## config.mk

```make
export PLATFORM = sky130hd
export DESIGN_NAME = coeff_stream_tx_flat
export DESIGN_NICKNAME = d
export VERILOG_FILES = /design/src/rtl/coeff_pkg.sv /design/src/rtl/coeff_stream_tx_if.sv /design/src/rtl/coeff_stream_tx_vr_chan_reg.sv /design/src/rtl/coeff_stream_tx.sv /design/src/flat_wrapper.sv
export SDC_FILE = /design/constraint.sdc
export NUM_CORES = 1
export LEC_CHECK = 0
export ABC_AREA = 1
export CORE_MARGIN = 1
export CORE_UTILIZATION = 45
export DETAILED_ROUTE_END_ITERATION = 12
export GPL_TIMING_DRIVEN = 0
export PLACE_DENSITY = 0.81
export SYNTH_ARGS = -nofsm -noshare
export SYNTH_HDL_FRONTEND = slang
export SYNTH_SLANG_ARGS = --single-unit
export TNS_END_PERCENT = 5
```

## constraint.sdc

```tcl
create_clock -name clk -period 4.9 [get_ports clk]
set_input_delay 1.225 -clock clk [delete_from_list [all_inputs] [get_ports clk]]
set_output_delay 1.225 -clock clk [all_outputs]
set_load 0.02 [all_outputs]
```

## src/rtl/coeff_pkg.sv

```systemverilog
// Shared constants and state encoding for the coefficient load path.
// Also used by bram2coeff.
package coeff_pkg;
   localparam int NUM_COEFF  = 25;
   localparam int KERNEL_DIM = 5;
   localparam int COEFF_W    = 16;
   localparam int BUS_W      = 32;
   localparam int BRAM_AW    = 5;

   typedef enum logic [2:0] {
      IDLE,
      FETCH,
      LOAD,
      SEND,
      DONE
   } state_t;
endpackage

```

## src/rtl/coeff_stream_tx_if.sv

```systemverilog
// Address/data valid-ready channel pair into the coefficient bank.
// The transmitter is the master; the coefficient bank is the slave.
interface coeff_stream_tx_if;
   import coeff_pkg::*;

   logic [BUS_W-1:0] filter_addr;
   logic             filter_addr_valid;
   logic             filter_addr_ready;
   logic [BUS_W-1:0] filter_data;
   logic             filter_data_valid;
   logic             filter_data_ready;

   modport master (
      output filter_addr,
      output filter_addr_valid,
      input  filter_addr_ready,
      output filter_data,
      output filter_data_valid,
      input  filter_data_ready
   );

   modport slave (
      input  filter_addr,
      input  filter_addr_valid,
      output filter_addr_ready,
      input  filter_data,
      input  filter_data_valid,
      output filter_data_ready
   );
endinterface

```

## src/rtl/coeff_stream_tx_vr_chan_reg.sv

```systemverilog
// One valid/ready output register; load arms it, a handshake
// drops valid and raises the sticky completion flag.
module vr_chan_reg #(
   parameter int W = 32
) (
   input  logic         clk,
   input  logic         rst,
   input  logic         load,
   input  logic [W-1:0] din,
   input  logic         ready,
   output logic         valid,
   output logic [W-1:0] dout,
   output logic         complete
);
   always_ff @(posedge clk or negedge rst) begin
      if (!rst) begin
         valid    <= 1'b0;
         dout     <= '0;
         complete <= 1'b0;
      end else if (load) begin
         valid    <= 1'b1;
         dout     <= din;
         complete <= 1'b0;
      end else if (valid && ready) begin
         valid    <= 1'b0;
         complete <= 1'b1;
      end
   end
endmodule

```

## src/rtl/coeff_stream_tx.sv

```systemverilog
// Reads a coefficient block from BRAM and streams it as
// (index, sign-extended value) pairs over two channels.
module coeff_stream_tx #(
   parameter int NUM_COEFF = coeff_pkg::NUM_COEFF,
   parameter int BRAM_AW   = coeff_pkg::BRAM_AW,
   parameter int COEFF_W   = coeff_pkg::COEFF_W,
   parameter int BUS_W     = coeff_pkg::BUS_W
) (
   input  logic               clk,
   input  logic               rst,
   input  logic               start,
   input  logic [BRAM_AW-1:0] base_addr,
   output logic               busy,
   output logic               done,
   output logic               bram_en,
   output logic [BRAM_AW-1:0] bram_addr,
   input  logic [COEFF_W-1:0] bram_dout,
   coeff_stream_tx_if.master  fif
);
   import coeff_pkg::*;

   localparam int IDX_W = (NUM_COEFF > 1) ? $clog2(NUM_COEFF) : 1;
   localparam logic [IDX_W-1:0] LAST = IDX_W'(NUM_COEFF - 1);

   state_t             state;
   logic [IDX_W-1:0]   idx;
   logic [BRAM_AW-1:0] base_q;
   logic               load;
   logic               addr_cmp;
   logic               data_cmp;
   logic               addr_ok;
   logic               data_ok;
   logic [BUS_W-1:0]   addr_din;
   logic [BUS_W-1:0]   data_din;

   assign load     = (state == LOAD);
   assign addr_din = BUS_W'(idx);
   assign data_din = {{(BUS_W-COEFF_W){bram_dout[COEFF_W-1]}},
                      bram_dout};

   // A channel counts as finished if it completed earlier or is
   // completing on this edge; both may finish together.
   assign addr_ok = addr_cmp
                  | (fif.filter_addr_valid & fif.filter_addr_ready);
   assign data_ok = data_cmp
                  | (fif.filter_data_valid & fif.filter_data_ready);

   vr_chan_reg #(.W(BUS_W)) u_addr (
      .clk      (clk),
      .rst      (rst),
      .load     (load),
      .din      (addr_din),
      .ready    (fif.filter_addr_ready),
      .valid    (fif.filter_addr_valid),
      .dout     (fif.filter_addr),
      .complete (addr_cmp)
   );

   vr_chan_reg #(.W(BUS_W)) u_data (
      .clk      (clk),
      .rst      (rst),
      .load     (load),
      .din      (data_din),
      .ready    (fif.filter_data_ready),
      .valid    (fif.filter_data_valid),
      .dout     (fif.filter_data),
      .complete (data_cmp)
   );

   always_ff @(posedge clk or negedge rst) begin
      if (!rst) begin
         state     <= IDLE;
         idx       <= '0;
         base_q    <= '0;
         busy      <= 1'b0;
         done      <= 1'b0;
         bram_en   <= 1'b0;
         bram_addr <= '0;
      end else begin
         done    <= 1'b0;
         bram_en <= 1'b0;
         unique case (state)
            IDLE: begin
               if (start) begin
                  base_q    <= base_addr;
                  idx       <= '0;
                  busy      <= 1'b1;
                  bram_en   <= 1'b1;
                  bram_addr <= base_addr;
                  state     <= FETCH;
               end
            end
            FETCH: state <= LOAD;
            LOAD:  state <= SEND;
            SEND: begin
               if (addr_ok && data_ok) begin
                  if (idx == LAST) begin
                     done  <= 1'b1;
                     state <= DONE;
                  end else begin
                     idx       <= idx + 1'b1;
                     bram_en   <= 1'b1;
                     // address wraps naturally at 2^BRAM_AW
                     bram_addr <= base_q + BRAM_AW'(idx)
                                + BRAM_AW'(1);
                     state     <= FETCH;
                  end
               end
            end
            DONE: begin
               busy  <= 1'b0;
               state <= IDLE;
            end
            default: state <= IDLE;
         endcase
      end
   end
endmodule

```

## src/flat_wrapper.sv

```systemverilog
// flat-port wrapper written by rule: the top's interface ports become plain ports
module coeff_stream_tx_flat import coeff_pkg::*;
#(
   parameter int NUM_COEFF = coeff_pkg::NUM_COEFF,
   parameter int BRAM_AW   = coeff_pkg::BRAM_AW,
   parameter int COEFF_W   = coeff_pkg::COEFF_W,
   parameter int BUS_W     = coeff_pkg::BUS_W
)
  (clk, rst, start, base_addr, busy, done, bram_en, bram_addr, bram_dout, fif_filter_addr, fif_filter_addr_valid, fif_filter_addr_ready, fif_filter_data, fif_filter_data_valid, fif_filter_data_ready);
  coeff_stream_tx_if fif_i ();
  input  logic clk;
  input  logic rst;
  input  logic start;
  input  logic [BRAM_AW-1:0] base_addr;
  output logic busy;
  output logic done;
  output logic bram_en;
  output logic [BRAM_AW-1:0] bram_addr;
  input  logic [COEFF_W-1:0] bram_dout;
  output wire logic [$bits(fif_i.filter_addr)-1:0] fif_filter_addr;
  output wire logic [$bits(fif_i.filter_addr_valid)-1:0] fif_filter_addr_valid;
  input wire logic [$bits(fif_i.filter_addr_ready)-1:0] fif_filter_addr_ready;
  output wire logic [$bits(fif_i.filter_data)-1:0] fif_filter_data;
  output wire logic [$bits(fif_i.filter_data_valid)-1:0] fif_filter_data_valid;
  input wire logic [$bits(fif_i.filter_data_ready)-1:0] fif_filter_data_ready;
  assign fif_filter_addr = fif_i.filter_addr;
  assign fif_filter_addr_valid = fif_i.filter_addr_valid;
  assign fif_i.filter_addr_ready = fif_filter_addr_ready;
  assign fif_filter_data = fif_i.filter_data;
  assign fif_filter_data_valid = fif_i.filter_data_valid;
  assign fif_i.filter_data_ready = fif_filter_data_ready;
  coeff_stream_tx #(.NUM_COEFF(NUM_COEFF), .BRAM_AW(BRAM_AW), .COEFF_W(COEFF_W), .BUS_W(BUS_W)) u_core (.clk(clk), .rst(rst), .start(start), .base_addr(base_addr), .busy(busy), .done(done), .bram_en(bram_en), .bram_addr(bram_addr), .bram_dout(bram_dout), .fif(fif_i));
endmodule
```

; ---- Yosys cells after proc, flatten, opt, wreduce, memory -nomap -nowiden
; Index checks and enable logic that the tools add are counted.
[word_totals]
inputBits = 26
out_inout_bits = 74
ff_bits = 46
[classes]
eq_ne = 8
n_reduce_logical = 12
n_bitwise = 4
mux = 29
addsub = 3
[op_table]
columns = cell, count
row1 = $mux 5, 6
row2 = $pmux 5 s2, 2
row3 = $mux 1, 15
row4 = $pmux 3 s4, 1
row5 = $add 5x1->5 const B, 2
row6 = $mux 3, 3
row7 = $reduce_bool 2->1, 4
row8 = $eq 3x2->1 const B, 2
row9 = $reduce_and 2->1, 3
row10 = $add 5x5->5, 1
row11 = $eq 5x5->1 const B, 1
row12 = $ne 2x2->1 const B, 2
row13 = $pmux 1 s2, 2
row14 = $reduce_and 4->1, 1
row15 = $eq 3x1->1 const B, 1
row16 = $eq 3x3->1 const B, 1
row17 = $logic_and 1x1->1, 3
row18 = $logic_not 3->1, 1
row19 = $and 1x1->1, 2
row20 = $ne 2x1->1 const B, 1
row21 = $or 1x1->1, 2

; ---- Depth between registers and ports, before layout
; Gate-level depths: netlist of the first run.
[depth]
ltp_word = 5
depth_mapped = 11

; ---- Cells and area by module
; From an unflattened synthesis of the first run, not the netlist that was laid out.
[unflattened]
hier_cells = 430
hier_area_um2 = 3957.5
[by_module_without_submodules]
columns = mod, cells_per_inst, n_inst, area_per_inst_um2
row1 = vr_chan_reg, 143, 2, 1368.8
row2 = coeff_stream_tx, 144, 1, 1219.9

; ---- Worst setup path after synthesis of the first run
; No wires, ideal clock.
[synth_timing]
path_type = register to output
start = register, netlist name u_core.u_data.dout[15]
end = output fif_filter_data[16]
required_time_ns = 3.675
slack_ns = 2.777
arrival_ns = 0.898
stages_incl_launch_ff = 2
n_path_buf = 1
cell_sequence = dfrtp_1 > buf_4
[synth_rtl]
columns = element, line
row1 = end: declaration, flat_wrapper.sv:23  ; output wire logic [$bits(fif_i.filter_data)-1:0] fif_filter_data;
; No word-level cell between the ends.

; ---- Worst setup path after layout of the first run
[layout_timing]
start = register, netlist name u_core.u_data.dout[15]
end = output fif_filter_data[20]
; No word-level cell between the ends.

==> out/qor.yml, run 1 <==
run_status:
  status: "completed"
final_layout:
  nNetsFinal: 390
  n_antenna_cell: 0
  fillers: 450
  drive_above_1_share_pct: 25.4
  final_cell_mix: "clkdlybuf4s50_1 (71), nand2_1 (46), dfrtp_1 (46)"
  final_area_mm2: 0.00347
  area_growth_pct: 41.3
  final_common_cell: "clkdlybuf4s50_1"
sta:
  setup_tns_ns: 0
  finalSetupViolCount: 0
  finalClockSkew_ns: 0.00588
  finalCritPeriodShare_pct: 60.0
  setup_slack_ns: 1.96
  hold_viol: 0
  slew_viol_final: 0
  fin_hold_ws_ns: 0.493
  post-route-min-period_ns: 2.94
  max_freq_mhz: 340
  rsz0062_at_grt: "false"
global_routing:
  first_global_vias: 1675
  grt_pass1_wl_um: 7450
  grt_max_degree: 38
  gr-usage-all-layers_pct: 17.5
  grt_overflow_total: 0
  antenna_found_initial: 0
yosys:
  yosysTopAreaCellShare_pct: 46.9
  seq_area_frac_synth_pct: 46.9
  synth.distinct_cells: 29
  syn_area_per_cell_um2: 9.78
  ys_top_cells_by_area: "dfrtp_1 (47%), buf_4 (13%), mux2_2 (7.3%), nand2_1 (7.0%), nand3_1 (3.9%)"
  syn_area_mm2: 0.00245
  synth_top_area_cell: "dfrtp_1"
  netlist_instances: 251
  ys_warn_count: 0
  synth_seq_cells: 46
clock_tree:
  cts.clk_slew.worst_paths_ns: 0.09
  clockBufferDepth: 2
  postCtsSetupBuffers: 0
  insertion_delay_ns: 0.30
  cts_tree: "yes"
  cts_resized: 0
  htree_levels: 2
  cts_inserted_buffers: 5
  cts_sinks: 46
  cts-root-buf: "clkbuf_8"
  cts_hold_buf: 0
drt:
  drc: 0
  wl_um: 4670
  drt-pass1-iter-count: 4
  vias: 1859
  ant_nets: 0
  vias_per_cell: 4.34
  drt_iter0_drc: 45
  detail_route.wl_per_cell_um: 10.9
placed_design:
  place.gp.congestion: 0.900
  place_area_mm2: 0.00338
  detailed_place_hpwl_um: 3660
  dp_worst_setup_slack_ns: 2.28
  numPortBuffers: 72
worst_setup_path:
  critPathMaxFanout: 18
  crit_path_top_delay_cell: "dfrtp_1"
  cp.required_ns: 3.67
  cp_top_family: "buffers and inverters"
  cpPeakStageDelay_ns: 0.63
  worstSetupStartpointType: "flop"
  critical_path_class: "reg2out"
  setup.worst_path.end_class: "output pin"
  worstPathArrival_ns: 1.72
  crit_buf_inv: 2
  crit_path_cell_trace: "buf_4 > clkdlybuf4s50_1"
floorplanning:
  io_pins: 100
  fp.coreArea_mm2: 0.00517
  fp.dieH_um: 75.9
  fp-row-count: 26
  start_util_pct: 47.5
  die_area_mm2: 0.00575
  die_w_um: 75.9
power:
  p_sw_mw: 0.906
  pwr-share-clk_pct: 10.8
  seqPwrFrac_pct: 29.9
  p_leak_nw: 1.72
  netSwitchingFraction_pct: 40.9
  power.share.combinational_pct: 59.3
  power_density_mw_per_mm2: 639
  ir_drop_v: 0.000332
  intPower_mw: 1.31
run:
  maxCapViolCount: 0
hold_path:
  hold_path_class: "reg2reg"
## power groups by stage
stage	Sequential [mW]	Combinational [mW]	Clock, mW
2_1_floorplan	0.791	0.704	0
3_3_place_gp	0.663	1.30	0
3_5_place_dp	0.671	1.32	0
4_1_cts	0.664	1.33	0.246
5_1_grt	0.685	1.45	0.262
6_report	0.662	1.31	0.240
## sequential cells by signal (all words and copies together) (netlist names), 3 cells and up
register and cells:
u_core.state 3, u_core.idx 5, u_core.u_addr.dout 5, u_core.bram_addr 5
u_core.u_data.dout 16, u_core.base_q 5
## cells in the mapped netlist, drive strengths merged
| cell type | instances |
|---|---|
| nand2 | 49 |
| buf | 47 |
| dfrtp | 46 |
| inv | 24 |
| nand3 | 20 |
| mux2 | 16 |
| o21ai | 16 |
| nor2 | 9 |
| ha | 6 |
| or2 | 4 |
| a21oi | 3 |
| xor2 | 3 |
| nor4 | 2 |
| o22ai | 2 |
| clkbuf | 1 |
| conb | 1 |
| fa | 1 |
| nor3 | 1 |
## tightest hold or removal path, cell delays in order, from the launching register on
cell,delay [ns]
dfrtp_1,0.35
nand2_1,0.05
o21ai_0,0.06
## final cells by class
| class | instances | area (µm²) | area share (%) |
|---|---|---|---|
| buffer | 48 | 362 | 10.4 |
| clock buffer | 5 | 68.8 | 1.98 |
| clock inverter | 3 | 25.0 | 0.721 |
| inverter | 24 | 90.1 | 2.60 |
| multi-input combinational | 159 | 950 | 27.4 |
| sequential | 46 | 1150 | 33.2 |
| tap | 70 | 87.6 | 2.52 |
| timing repair buffer | 73 | 736 | 21.2 |
## stage by stage
| stage | utilization (%) | cells | total power [mW] |
|---|---|---|---|
| 2_1_floorplan | - | 277 | 1.49 |
| 3_3_place_gp | 65.0 | 419 | 1.96 |
| 3_5_place_dp | 65.3 | 420 | 2.00 |
| 4_1_cts | 67.1 | 428 | 2.24 |
| 5_1_grt | 67.1 | 428 | 2.40 |
| 6_report | 67.1 | 428 | 2.22 |
## per-layer routing
layer / up-vias / track usage, % / routed length, µm
met5: - / 0 / 0
met4: 0 / 4.32 / 38
met3: 4 / 5.69 / 440
met2: 78 / 31.5 / 2240
met1: 832 / 20.2 / 1950
li1: 945 / - / -
## cell families (layout without fill, tap and decap cells)
logic type / count (synthesis) / count (layout) / synth area share (%)
compound gates: 21 / 21 / 5.66
other cells: 1 / 27 / 0.153
fa+ha+maj: 7 / 7 / 3.87
flops: 46 / 46 / 46.9
mux: 16 / 16 / 7.34
xor+xnor: 3 / 3 / 1.07
buf+inv: 72 / 153 / 18.4
simple gates: 85 / 85 / 16.6
## worst paths after layout
kind                                               startpoint                                 to  slack (ns)  depth (start not counted)
max                        u_core.u_data.dout[15]$_DFFE_PN0P_                fif_filter_data[20]        1.96                          2
min                         u_core.u_addr.dout[0]$_DFFE_PN0P_  u_core.u_addr.dout[0]$_DFFE_PN0P_        0.49                          2
max reg2reg                         u_core.idx[0]$_DFFE_PN0P_    u_core.bram_addr[4]$_DFFE_PN0P_        3.20                         11
min reg2reg                 u_core.u_addr.dout[0]$_DFFE_PN0P_  u_core.u_addr.dout[0]$_DFFE_PN0P_        0.49                          2
max in group asynchronous                                 rst    u_core.u_data.valid$_DFFE_PN0P_        3.66                          2
min in group asynchronous                                 rst    u_core.bram_addr[2]$_DFFE_PN0P_        0.77                          1
Power figures use the tool's default switching activity.
==> run 2: changes to the inputs <==
--- a/config.mk
+++ b/config.mk
@@ -7,10 +7,10 @@
 export LEC_CHECK = 0
 export ABC_AREA = 1
 export CORE_MARGIN = 1
-export CORE_UTILIZATION = 45
+export CORE_UTILIZATION = 39
 export DETAILED_ROUTE_END_ITERATION = 12
 export GPL_TIMING_DRIVEN = 0
-export PLACE_DENSITY = 0.81
+export PLACE_DENSITY = 0.75
 export SYNTH_ARGS = -nofsm -noshare
 export SYNTH_HDL_FRONTEND = slang
 export SYNTH_SLANG_ARGS = --single-unit
==> constraint.sdc (replaced) <==
create_clock -name clk -period 2.6 [get_ports clk]
set_input_delay 0.65 -clock clk [delete_from_list [all_inputs] [get_ports clk]]
set_output_delay 0.65 -clock clk [all_outputs]
set_load 0.02 [all_outputs]
==> run 2 against run 1 <==
  * Clock skew hardly changed
  * Setup slack worse by 1.8 ns
  * Power up 93%
  * Register-to-register slack lost 2.4 ns
  * Sequential cell count did not move
  * Count of clock-buffer cells in the layout grew 1
  * First-iteration DRC count increased by 24%
  * Sequential power grew 89%
  * Global-route usage down 2.6 points
  * Critical path type unchanged
  * Critical endpoint is now fif_filter_data[29]
  * Highest routed layer unchanged
==> out/qor.yml, run 2 (synthesis gave the netlist of run 1 again) <==
run_status:
  status: "completed"
power:
  power_density_mw_per_mm2: 1220
  p_leak_nw: 1.74
  pwr-share-clk_pct: 12.6
  power.share.combinational_pct: 58.3
  ir_drop_v: 0.000609
  netSwitchingFraction_pct: 39.5
  seqPwrFrac_pct: 29.2
  intPower_mw: 2.59
  p_sw_mw: 1.69
  power_mw: 4.27
drt:
  vias: 1870
  detail_route.wl_per_cell_um: 11.0
  vias_per_cell: 4.33
  drt-pass1-iter-count: 4
  ant_nets: 0
  wl_um: 4770
  drc: 0
  drt_iter0_drc: 56
worst_setup_path:
  worstPathArrival_ns: 1.75
  cp-startpoint: "u_core.u_data.dout[15]$_DFFE_PN0P_"
  worstSetupStartpointType: "flop"
  setup.worst_path.end_class: "output pin"
  reg2reg_from: "u_core.idx[0]$_DFFE_PN0P_"
  critical_path_class: "reg2out"
  cp.required_ns: 1.95
  critPathMaxFanout: 18
clock_tree:
  cts-root-buf: "clkbuf_8"
  cts_sinks: 46
  clockBufferDepth: 2
  cts_tree: "yes"
  cts_inserted_buffers: 5
  htree_levels: 2
  insertion_delay_ns: 0.29
  postCtsSetupBuffers: 0
  cts.clk_slew.worst_paths_ns: 0.08
  cts_hold_buf: 0
  cts_resized: 0
final_layout:
  largest_reg_flops: 16
  n_antenna_cell: 0
  fillers: 526
  area_growth_pct: 42.4
  final_common_cell: "clkdlybuf4s50_1"
  final_cell_mix: "clkdlybuf4s50_1 (71), nand2_1 (46), dfrtp_1 (46)"
  ff_latch_area_mm2: 0.00115
  drive_above_1_share_pct: 25.2
  multiInputGateArea_um2: 950
  nNetsFinal: 390
  top_register: "u_core.u_data.dout"
global_routing:
  grt_overflow_total: 0
  first_global_vias: 1635
  grt_pass1_wl_um: 7580
  gr-usage-all-layers_pct: 14.9
  grt_max_degree: 38
  antenna_found_initial: 0
placed_design:
  detailed_place_hpwl_um: 3760
  place.gp.congestion: 0.869
  dp_worst_setup_slack_ns: 0.505
  numPortBuffers: 72
floorplanning:
  start_util_pct: 41.0
  fp-row-count: 28
  die_area_mm2: 0.00662
  fp.coreArea_mm2: 0.00599
  die_w_um: 81.3
  io_pins: 100
  fp.dieH_um: 81.3
sta:
  post-route-min-period_ns: 2.40
  max_slew_margin_pct: 66.2
  finalCritPeriodShare_pct: 92.2
  slew_viol_final: 0
  hold_viol: 0
  max_freq_mhz: 417
  setup_tns_ns: 0
  finalSetupViolCount: 0
  finalClockSkew_ns: 0.00580
  tightest_slew_ns: 0.507
  setup_slack_ns: 0.203
  rsz0062_at_grt: "false"
run:
  maxCapViolCount: 0
hold_path:
  hold_path_class: "in2async"
[run 2: metal layers]
layer  GRT usage, %  vias to the layer above  routed length [µm]
met4           3.21                        0                   8
li1               -                      938                   -
met3           4.61                        2                 450
met2           25.8                       74                2290
met1           18.0                      856                2020
met5              0                        -                   0
[run 2: through the flow]
step	hold slack, ns	instances	utilization [%]	area (µm²)
2_1_floorplan	0.354	277	-	2550
3_3_place_gp	0.467	424	56.2	3370
3_5_place_dp	0.479	425	56.5	3380
4_1_cts	0.214	432	58.3	3490
5_1_grt	0.224	432	58.3	3490
6_report	0.212	432	58.3	3490
[run 2: area by class of cell]
type                            count  area share [%]
Sequential cell                    46            32.9
Multi-Input combinational cell    159            27.2
Timing Repair Buffer               73            21.1
Buffer                             48            10.3
Tap cell                           75            2.69
Inverter                           24            2.58
Clock buffer                        6            2.36
Clock inverter                      1           0.859
[run 2: power by group through the flow]
| stage | registers [mW] | logic, mW | clock network (mW) |
|---|---|---|---|
| after floorplan | 1.49 | 1.33 | 0 |
| after CTS | 1.25 | 2.52 | 0.551 |
| final | 1.25 | 2.49 | 0.536 |
| after detailed placement | 1.26 | 2.52 | 0 |
| after global routing | 1.29 | 2.72 | 0.581 |
| after global placement | 1.25 | 2.46 | 0 |
[run 2: worst paths after layout]
path	endpoint	depth (start not counted)	slack [ns]
worst max-delay path	fif_filter_data[29]	2	0.20
worst max register to register	u_core.bram_addr[4]$_DFFE_PN0P_	11	0.84
min in group clk	u_core.u_addr.dout[3]$_DFFE_PN0P_	2	0.49
worst min-delay path	u_core.base_q[2]$_DFFE_PN0P_	1	0.21
worst min register to register	u_core.u_addr.dout[3]$_DFFE_PN0P_	2	0.49
max in group asynchronous	u_core.state[0]$_DFFE_PN0P_	2	1.92
[run 2: worst max-delay path: stages, from the launching register on]
cell	delay (ns)
dfrtp_1	0.67
buf_4	0.20
clkdlybuf4s50_1	0.59
==> run 3: changes to the inputs <==
==> constraint.sdc (replaced) <==
create_clock -name clk -period 2.6 [get_ports clk]
set_input_delay 0.52 -clock clk [delete_from_list [all_inputs] [get_ports clk]]
set_output_delay 0.52 -clock clk [all_outputs]
set_load 0.02 [all_outputs]
==> results of run 3 <==
The final DEF is identical to that of run 2. Status: completed.
Among the figures that moved: setup slack after placement 0.505 ns -> 0.635 ns; setup slack after layout 0.203 ns -> 0.333 ns; hold slack 0.212 ns -> 0.0822 ns
==> patch 1: new RTL, settings of run 3 <==
Re-encode `state_t` (5 states) as one-hot, 5 bits wide.
--- a/src/rtl/coeff_pkg.sv
+++ b/src/rtl/coeff_pkg.sv
@@ -7,12 +7,12 @@
    localparam int BUS_W      = 32;
    localparam int BRAM_AW    = 5;
 
-   typedef enum logic [2:0] {
-      IDLE,
-      FETCH,
-      LOAD,
-      SEND,
-      DONE
+   typedef enum logic [4:0] {
+      IDLE  = 5'b00001,
+      FETCH = 5'b00010,
+      LOAD  = 5'b00100,
+      SEND  = 5'b01000,
+      DONE  = 5'b10000
    } state_t;
 endpackage
 
Formal check against the unedited RTL: no difference found for any inputs over 10 cycles, from zero or initial values and one cycle with rst low; not proved beyond that.
==> patch 1 against run 3 <==
Power fell by 12%; setup slack improved by 0.0032 ns; die area is 2.6% higher; largest power group unchanged; global-route usage grew 2.5 points; wire length increased by 15%; clock skew barely moved; cell area is 1.8% higher; area after synthesis up 2.7%; non-clock buffer count is 2 higher; sequential power is 4% lower; sequential cell count increased by 2; first-iteration DRC count grew 84%.
==> patch 1: results <==
[run_status]
status = "finished, final reports clean"

[yosys]
synth.area.top_cells = "dfrtp_1 (47%), nand2_1 (15%), buf_4 (13%), o21ai_0 (3.8%), nand3_1 (3.6%)"
synth_cell_type_count = 28
synthFlopType = "dfrtp_1"
synth_seq_area_share = 0.477
ys_top_cells_by_count = "nand2_1 (100), dfrtp_1 (47), buf_4 (43)"
synthArstFlopShare = 1.00

[placement]
post-place-ws_ns = 0.522
place_area_mm2 = 0.00345
gp_congestion = 0.840
hpwlAfterDp_um = 4100

[global_route]
grt_pass1_vias = 2004
grt_pass1_wl_um = 8870
grt_usage = 0.174
grt_max_degree = 36

[setup_path]
timing.rr.end = "u_core.bram_addr[4]$_DFFE_PN0P_"
reg2regPathDepth = 8
worst_r2r_startpoint = "u_core.idx[0]$_DFFE_PN0P_"
critPathTopFamily = "buffers and inverters"
rrSetupSlack_ns = 0.84

[final_layout]
fillers = 570
drive_gt1_frac = 0.173
top_register = "u_core.u_data.dout"
final_nets = 436
largest_reg_flops = 16

[clock_network]
clk_latency_ns = 0.30
h-tree-depth = 2

[sta]
skew_ns = 0.00618

[routing]
wl_per_cell_um = 11.4
drt_iter0_markers = 103
drt-pass1-iter-count = 4
routed_via_density = 4.45

[power]
peakVddDrop_v = 0.000760
leakagePower_uw = 0.00182
internal-power_uw = 2300
patch 1: changes by cell type in the layout (fill, tap and decap cells not counted), sizes merged, moves of 3 or more:
cell	change
nand4	+3
o21ai	+3
mux2	-16
nand2	+55
patch 1: stage by stage:
stage          total power (uW)  hold slack [ns]  setup TNS [ns]  cells  utilization
2_1_floorplan              2400            0.224               0    323            -
3_3_place_gp               3200            0.462          -16.88    470        0.566
3_5_place_dp               3250            0.443               0    471        0.569
4_1_cts                    3810            0.109               0    479        0.587
5_1_grt                    4040            0.112               0    479        0.587
6_report                   3770           0.0998               0    479        0.587
patch 1: cell families after synthesis:
group	after synthesis	synth area share
other	1	0.00149
and+or+nand+nor	145	0.253
buffers and inverters	72	0.180
adders and majority gates	7	0.0377
DFF	48	0.477
xor gates and xnor gates	1	0.00348
AOI/OAI and AO/OA	23	0.0467
patch 1: power by group through the flow:
stage / clock (uW) / sequential, uW / combinational, uW
floorplan: 0 / 1430 / 972
global placement: 0 / 1200 / 1990
detailed placement: 0 / 1210 / 2040
CTS: 556 / 1200 / 2050
global route: 582 / 1240 / 2220
finish: 542 / 1200 / 2030
patch 1: final cells by class:
cell class / count / area share
flip-flops and latches: 48 / 0.338
inverters: 22 / 0.0232
multi-input cells: 203 / 0.270
clock buffers: 5 / 0.0193
repair buffers: 73 / 0.207
well taps: 75 / 0.0264
clock inverters: 3 / 0.0120
plain buffers: 50 / 0.104
patch 1: worst max-delay path by stage:
stage | from | end | slack, ns | cells past startpoint
floorplan | u_core.idx[0]$_DFFE_PN0P_ | u_core.bram_addr[4]$_DFFE_PN0P_ | 1.03 | 8
CTS | u_core.u_data.dout[15]$_DFFE_PN0P_ | fif_filter_data[20] | 0.31 | 2
global placement | rst | u_core.u_data.dout[15]$_DFFE_PN0P_ | -0.36 | 1
global route | u_core.u_data.dout[15]$_DFFE_PN0P_ | fif_filter_data[20] | 0.22 | 2
finish | u_core.u_data.dout[15]$_DFFE_PN0P_ | fif_filter_data[20] | 0.34 | 2
detailed placement | fif_filter_addr_ready | u_core.bram_addr[4]$_DFFE_PN0P_ | 0.52 | 10
patch 1: worst reg2reg max path, delay by kind of cell (launching register included):
family                     cells  cell delay, ns
adders and majority gates      2            0.62
DFF                            1            0.40
and+or+nand+nor                5            0.51
buffers and inverters          1            0.12
patch 1: layer usage:
metal | wire [um] | GRT usage | part of all wire
met5 | 0 | 0 | 0
met4 | 87 | 0.0544 | 0.016
met3 | 247 | 0.0385 | 0.045
met2 | 2780 | 0.310 | 0.51
met1 | 2360 | 0.208 | 0.43
==> patch 2: new RTL, settings of run 3 <==
Made on the original files. Change the package constant `BUS_W` from 32 to 28.
--- a/src/rtl/coeff_pkg.sv
+++ b/src/rtl/coeff_pkg.sv
@@ -4,7 +4,7 @@
    localparam int NUM_COEFF  = 25;
    localparam int KERNEL_DIM = 5;
    localparam int COEFF_W    = 16;
-   localparam int BUS_W      = 32;
+   localparam int BUS_W      = 28;
    localparam int BRAM_AW    = 5;
 
    typedef enum logic [2:0] {
Ports: changed (resized fif_filter_addr and fif_filter_data); port bits go from 100 to 92. No check against the original RTL was run, so the function may have changed too.
==> patch 2 against run 3 <==
Global-route usage up 0.67 points; power fell by 5.1%; maximum frequency grew 4.5%; area after synthesis down 2.4%; critical path depth unchanged; sequential cell count unchanged; cell area fell by 3.3%; setup slack better by 0.098 ns; wire length down 4.1%; clock power down 8.8%; critical path type unchanged; critical endpoint is now fif_filter_data[25]; highest routed layer unchanged.
==> patch 2: results <==
[setup_path]
cp_slowest_cell = "clkdlybuf4s50_1"
crit_arrival_ns = 1.65
cp_max_fo = 14
endpoint = "fif_filter_data[25]"
rrSetupSlack_ns = 0.87
max_stage_delay_ns = 0.59

[clock_network]
cts_made_buffers = 5
cts_root_buffer = "clkbuf_8"
postCtsSetupRepairBufs = 0

[global_route]
grt_usage = 0.156
grt_max_degree = 26
met2_usage = 0.269
grt_pass1_vias = 1729
use_met1 = 0.178
grt_pass1_wl_um = 7670
grt_use_met3 = 0.0466

[sta]
whs_ns = 0.187
relSlewSlack = 0.635
skew_ns = 0.0104

[yosys]
ys_top_cells_by_count = "dfrtp_1 (46), nand2_1 (46), buf_4 (36)"
synth_seq_area_share = 0.481
netlist_instances = 243
synth.area.top_cells = "dfrtp_1 (48%), buf_4 (11%), mux2_2 (7.5%), nand2_1 (7.2%), nand3_1 (4.0%)"

[run_status]
status = "finished, final reports clean"

[routing]
drt_iter0_markers = 47
wl_per_cell_um = 11.0
wl_met2_um = 2140
vias = 1806
met1_length_um = 1980
top_layer = "met4"
wl_met3_um = 395
drt-pass1-iter-count = 6
routed_via_density = 4.33

[power]
peakVddDrop_v = 0.000724
leakagePower_uw = 0.00167

[placement]
placed_cells = 409
gp_congestion = 0.770
port_buffers = 68
post-place-ws_ns = 0.739
hpwlAfterDp_um = 3520
place_area_mm2 = 0.00327

[final_layout]
fillers = 517
top_register = "u_core.u_data.dout"
n_antenna_cell = 0
final_nets = 374
drive_gt1_frac = 0.243
patch 2: cell count changes after synthesis:
cell	run 3	this run
buf_4	44	36
patch 2: area by class of cell:
cell class / count / area, um^2 / share of cell area
sequential: 46 / 1150 / 0.341
multi-input combinational: 155 / 935 / 0.277
timing repair buffer: 69 / 703 / 0.208
buffer: 40 / 302 / 0.0892
clock buffer: 7 / 96.3 / 0.0285
tap: 75 / 93.8 / 0.0278
inverter: 24 / 90.1 / 0.0267
clock inverter: 1 / 8.76 / 0.00259
patch 2: power breakdown:
group          internal (uW)  leakage, uW  switching [uW]
Combinational           1160      0.00105            1170
Sequential              1020     0.000563             207
Clock                    244    0.0000544             245
Total                   2430      0.00167            1630
patch 2: cells by family after synthesis:
group | after synthesis | synth area share
fa+ha+maj | 7 | 0.0397
compound gates | 21 | 0.0580
simple gates | 85 | 0.170
xor+xnor | 3 | 0.0110
buf+inv | 64 | 0.164
mux | 16 | 0.0752
flops | 46 | 0.481
other cells | 1 | 0.00157
